<file path="config.mk">
export PLATFORM = sky130hd
export DESIGN_NAME = vga_plot_arbiter
export DESIGN_NICKNAME = d
export VERILOG_FILES = /design/src/rtl/vga_plot_arbiter.sv
export SDC_FILE = /design/constraint.sdc
export NUM_CORES = 1
export LEC_CHECK = 0
export BUFFER_PORTS_ARGS = -buffer_cell sky130_fd_sc_hd__buf_2
export CAP_MARGIN = 0
export CORE_ASPECT_RATIO = 2
export CORE_MARGIN = 5
export CORE_UTILIZATION = 45
export CTS_BUF_LIST = sky130_fd_sc_hd__clkbuf_16
export DETAILED_ROUTE_END_ITERATION = 7
export HOLD_SLACK_MARGIN = 0.05
export PLACE_DENSITY = 0.93
export REMOVE_ABC_BUFFERS = 1
export SKIP_LAST_GASP = 1
export SYNTH_ARGS = -nofsm -noshare
export SYNTH_HDL_FRONTEND = slang
export SYNTH_SLANG_ARGS = --single-unit
</file>
<file path="constraint.sdc">
create_clock -name clock -period 4 [get_ports clock]
set_input_delay 0.4 -clock clock [delete_from_list [all_inputs] [get_ports clock]]
set_output_delay 0.4 -clock clock [all_outputs]
set_load 0.05 [all_outputs]
</file>
<file path="src/rtl/vga_plot_arbiter.sv">
// rtl/vga_plot_arbiter.sv - burst-granting arbiter for the VGA adapter pixel-write port
module vga_plot_arbiter #(
    parameter int NUM_REQ   = 5,
    parameter int MAX_BURST = 0,
    parameter int BURST_W   = 17
) (
    input  logic                   clock,
    input  logic                   reset,
    input  logic [NUM_REQ-1:0]     req,
    input  logic [9*NUM_REQ-1:0]   x_in,
    input  logic [8*NUM_REQ-1:0]   y_in,
    input  logic [3*NUM_REQ-1:0]   colour_in,
    output logic [NUM_REQ-1:0]     ack,
    output logic [8:0]             x,
    output logic [7:0]             y,
    output logic [2:0]             colour,
    output logic                   plot,
    output logic [2:0]             owner,
    output logic                   busy
);

    // A limit that does not fit the counter can never be reached, so it acts as unlimited.
    localparam logic LIMIT_EN = (MAX_BURST > 0) &&
                                (longint'(MAX_BURST) < (longint'(1) << BURST_W));
    localparam logic [BURST_W-1:0] LIMIT = BURST_W'(MAX_BURST);

    typedef enum logic {IDLE, OWN} state_t;

    state_t               state, state_next;
    logic [2:0]           owner_next;
    logic [BURST_W-1:0]   cnt, cnt_next, cnt_inc;
    logic                 demote, demote_next;
    logic [2:0]           demote_idx, demote_idx_next;

    logic                 owner_req;
    logic [NUM_REQ-1:0]   owner_oh, demote_oh, cand;
    logic [8:0]           own_x;
    logic [7:0]           own_y;
    logic [2:0]           own_c, sel;

    always_comb begin
        owner_req = 1'b0;
        owner_oh  = '0;
        demote_oh = '0;
        own_x     = '0;
        own_y     = '0;
        own_c     = '0;
        for (int i = 0; i < NUM_REQ; i++) begin
            if (owner == 3'(i)) begin
                owner_req   = req[i];
                owner_oh[i] = 1'b1;
                own_x       = x_in[9*i +: 9];
                own_y       = y_in[8*i +: 8];
                own_c       = colour_in[3*i +: 3];
            end
            if (demote_idx == 3'(i))
                demote_oh[i] = 1'b1;
        end
    end

    // Lowest index wins; a demoted owner steps aside only when someone else is waiting.
    always_comb begin
        cand = req;
        if (demote && ((req & ~demote_oh) != '0))
            cand = req & ~demote_oh;
        sel = '0;
        for (int i = NUM_REQ - 1; i >= 0; i--)
            if (cand[i])
                sel = 3'(i);
    end

    assign cnt_inc = cnt + BURST_W'(1);
    assign busy    = (state == OWN);

    always_comb begin
        state_next      = state;
        owner_next      = owner;
        cnt_next        = cnt;
        demote_next     = demote;
        demote_idx_next = demote_idx;
        ack             = '0;
        case (state)
            IDLE: begin
                if (req != '0) begin
                    owner_next  = sel;
                    demote_next = 1'b0;
                    state_next  = OWN;
                end
            end
            OWN: begin
                if (!owner_req) begin
                    state_next = IDLE;
                    cnt_next   = '0;
                end else begin
                    ack = reset ? '0 : owner_oh;
                    if (LIMIT_EN && (cnt_inc == LIMIT)) begin
                        state_next      = IDLE;
                        cnt_next        = '0;
                        demote_next     = 1'b1;
                        demote_idx_next = owner;
                    end else begin
                        cnt_next = cnt_inc;
                    end
                end
            end
            default: state_next = IDLE;
        endcase
    end

    always_ff @(posedge clock) begin
        if (reset) begin
            state      <= IDLE;
            owner      <= '0;
            cnt        <= '0;
            demote     <= 1'b0;
            demote_idx <= '0;
            plot       <= 1'b0;
            x          <= '0;
            y          <= '0;
            colour     <= '0;
        end else begin
            state      <= state_next;
            owner      <= owner_next;
            cnt        <= cnt_next;
            demote     <= demote_next;
            demote_idx <= demote_idx_next;
            plot       <= (ack != '0);
            if (ack != '0) begin
                x      <= own_x;
                y      <= own_y;
                colour <= own_c;
            end
        end
    end

endmodule
</file>
==> impl_results.md <==
* Status: finished, final reports clean
* Critical Path RT at between 3 and 4 ns
* WHS Path Cells at 4
* Global-route wire length before repair at roughly 11000 um
* Unrepaired setup endpoints after global routing: no
* Yosys top cell by area: dfxtp_1
* Die X at 56.5 um
* Reg-to-Reg Start: owner[0]
* Rel. slew slack at between 40% and 50%
* Final setup viols at 0
* Root buffer cell: clkbuf_16
* Routability Congestion at roughly 0.9
* Post-Syn Area at a little under 0.002 sq mm
* WL met3 at 880 um
* Final Util at 63.9%
* Fmax at approximately 300 MHz
* Die footprint at ~0.0058 sq mm
* Syn_area_per_cell at 7.79 sq um
* Final Slew Violations at 0
* Cells after synthesis at 250
* Synth top area share at about a quarter
* Min Tclk post-route at about 3.4 ns
* Critical hold path startpoint: req[1]
* Switching Fraction at between 30% and 40%
* Min Hold Slack at 0.443 ns
* CTS tree: built
* H-tree levels at 1
* Sw Pwr at roughly 300 uW
* Dpl hpwl at about 5300 um
* Metal2 WL at 3200 um
* Post-CTS Setup Inserts at 0
* Vias/cell at roughly 5.6
* Post-Route M1 WL at 2550 um
* Hold bufs inserted after CTS at 0
* Synth top cells by count: dfxtp_1, inv_1, mux2i_1, nand2_1, o21ai_0
* GRT overflow at 0
* Synth unique cells at 28
* Worst-skew pair later-pin latency at 0.26 ns
* CP startpoint: owner[0]
* Combinational share of power at 38.3%
* Synth async-reset ratio at 0%
* Endpoint class of the critical path: output port
* Hold endpoint: owner[1]
* Number of synthesized flops with an enable pin at 0
* Startpoint Class: flop
* FF+latch count, synth at 25
* Reg2Reg Depth at 7
* Worst setup path class: reg2out
* Die Y-Extent at approximately 100 um
* Syn. warnings at 0
* Max Cap Viol at 0
* Clock Sinks at 25
* Area growth from synthesis to layout at 39.6%
* Highest Signal Layer: met4
* R2r endpoint: busy
* Initial Util at between 40% and 50%
* Largest net degree at the start of global routing at 27
* WL final at around 6700 um
* Setup slack after layout at approximately 0.6 ns
* DRT antenna net count at 0
* Final Skew at ~0.0057 ns
* Vias at 2381
* Ant. Diodes at 0
* Clock share of power at 26.6%
* Drt pass-1 iters at 5
* R2r setup slk at 1.35 ns
* DRC Markers at 0
* Worst VDD drop at 0.235 mV
* Post-Place Cell Area at around 0.0026 sq mm
* Seq/Total Area, Yosys at roughly 26%
* Gr usage total at 23.7%
* DR iter-0 viols at 81
* Cell area after layout at ~0.0027 sq mm
* Routed WL per cell at 15.8 um
* Total Power Consumption at about 800 uW
* Port Buffer Count at between 100 and 150
* Number of buffers created by CTS at 3
* IO Pins at between 100 and 150
* Sequential power share at 35.1%
* Ranking of synthesized cells by area: dfxtp_1, mux2i_1, a221oi_1, a22o_1, a211oi_1
* Leak Pwr at around 1.3 nW
* Clock transition at the registers of the reported paths at 0.06 ns
* Period utilization at 85.0%
* Pint at approximately 520 uW
* CP arrival at about 3 ns
* Layout cells sized above 1 at between 40 and 50%
* Final Net Count at 478
* Fin. Hold Viols at 0
* Antenna violations before repair at 0
* Total core area at roughly 0.0043 sq mm
* Slew at the pin closest to its max-slew limit at 0.789 ns
* CTS resizes at 0
* Max Fanout on Critical Path at 24
* Row count at 34
* Number of global-route vias before repair at ~2500
* Worst Hold Class: in2reg
* Pwr dens at between 300 and 400 mW/mm^2
* Setup WS pre-CTS at between 0.9 and 1 ns
* Main flop type after synthesis: dfxtp_1
* CTS Buffer Depth at 2
stage by stage:
stage	instances	setup TNS [ns]
2_1_floorplan	223	-1.18
3_3_place_gp	420	0
3_5_place_dp	420	0
4_1_cts	424	0
5_1_grt	424	0
6_report	424	0
worst max-delay path, cell delays in order (launching register included):
cell and delay, ns:
dfxtp_1 0.51, buf_4 0.31, mux2_2 0.37, nand3_1 0.08, buf_4 0.25, a21o_1 0.64
inv_1 0.17, and2_1 0.18, buf_2 0.21
placed cells by master, fill, tap and decap left out, types with 3 or more instances in the layout:
cell type and n:
a211oi_1 20, dfxtp_1 24, nor2_1 6, nand3b_1 20
a221oi_1 20, o21ai_0 21, a21oi_1 5, a22o_1 20
nor3_1 5, mux2i_1 21, nand2_1 21, inv_1 25
buf_2 136, buf_4 7, clkbuf_16 3
power groups by stage:
stage | Sequential, mW | Clock [mW] | Combinational [mW]
6_report | 0.289 | 0.219 | 0.315
5_1_grt | 0.293 | 0.237 | 0.347
4_1_cts | 0.289 | 0.223 | 0.316
3_5_place_dp | 0.295 | 0 | 0.315
3_3_place_gp | 0.293 | 0 | 0.310
2_1_floorplan | 0.370 | 0 | 0.119
routing by layer:
| metal | up-vias | track usage, % |
|---|---|---|
| met5 | - | 0 |
| met3 | 6 | 7.02 |
| li1 | 1168 | - |
| met1 | 1061 | 28.0 |
| met4 | 0 | 5.30 |
| met2 | 146 | 42.0 |
area by class of cell:
type                    instances  area (sq um)
repair buffers                143           733
fillers                       412          1540
flip-flops and latches         25           502
multi-input cells             173          1240
inverters                      25          93.8
clock buffers                   3          75.1
clock inverters                 1          5.00
well taps                      54          67.6
state kept, by name (all words and copies together) (netlist names):
register and flops:
busy 1, colour 3, owner 3, x 9, y 8, plot 1
logic make-up after synthesis:
group	share of synthesized area (%)
simple gates	17.4
flops	25.7
mux	11.4
compound gates	34.1
buf+inv	11.5
worst max path at each step:
stage / slack, ns / end / cells after the start
CTS: 0.64 / ack[3] / 8
global placement: 1.04 / ack[3] / 8
global route: 0.39 / ack[3] / 8
detailed placement: 0.92 / ack[3] / 8
floorplan: -0.39 / ack[0] / 3
finish: 0.60 / ack[3] / 8
Note: power is estimated with default switching activity, not from simulation.
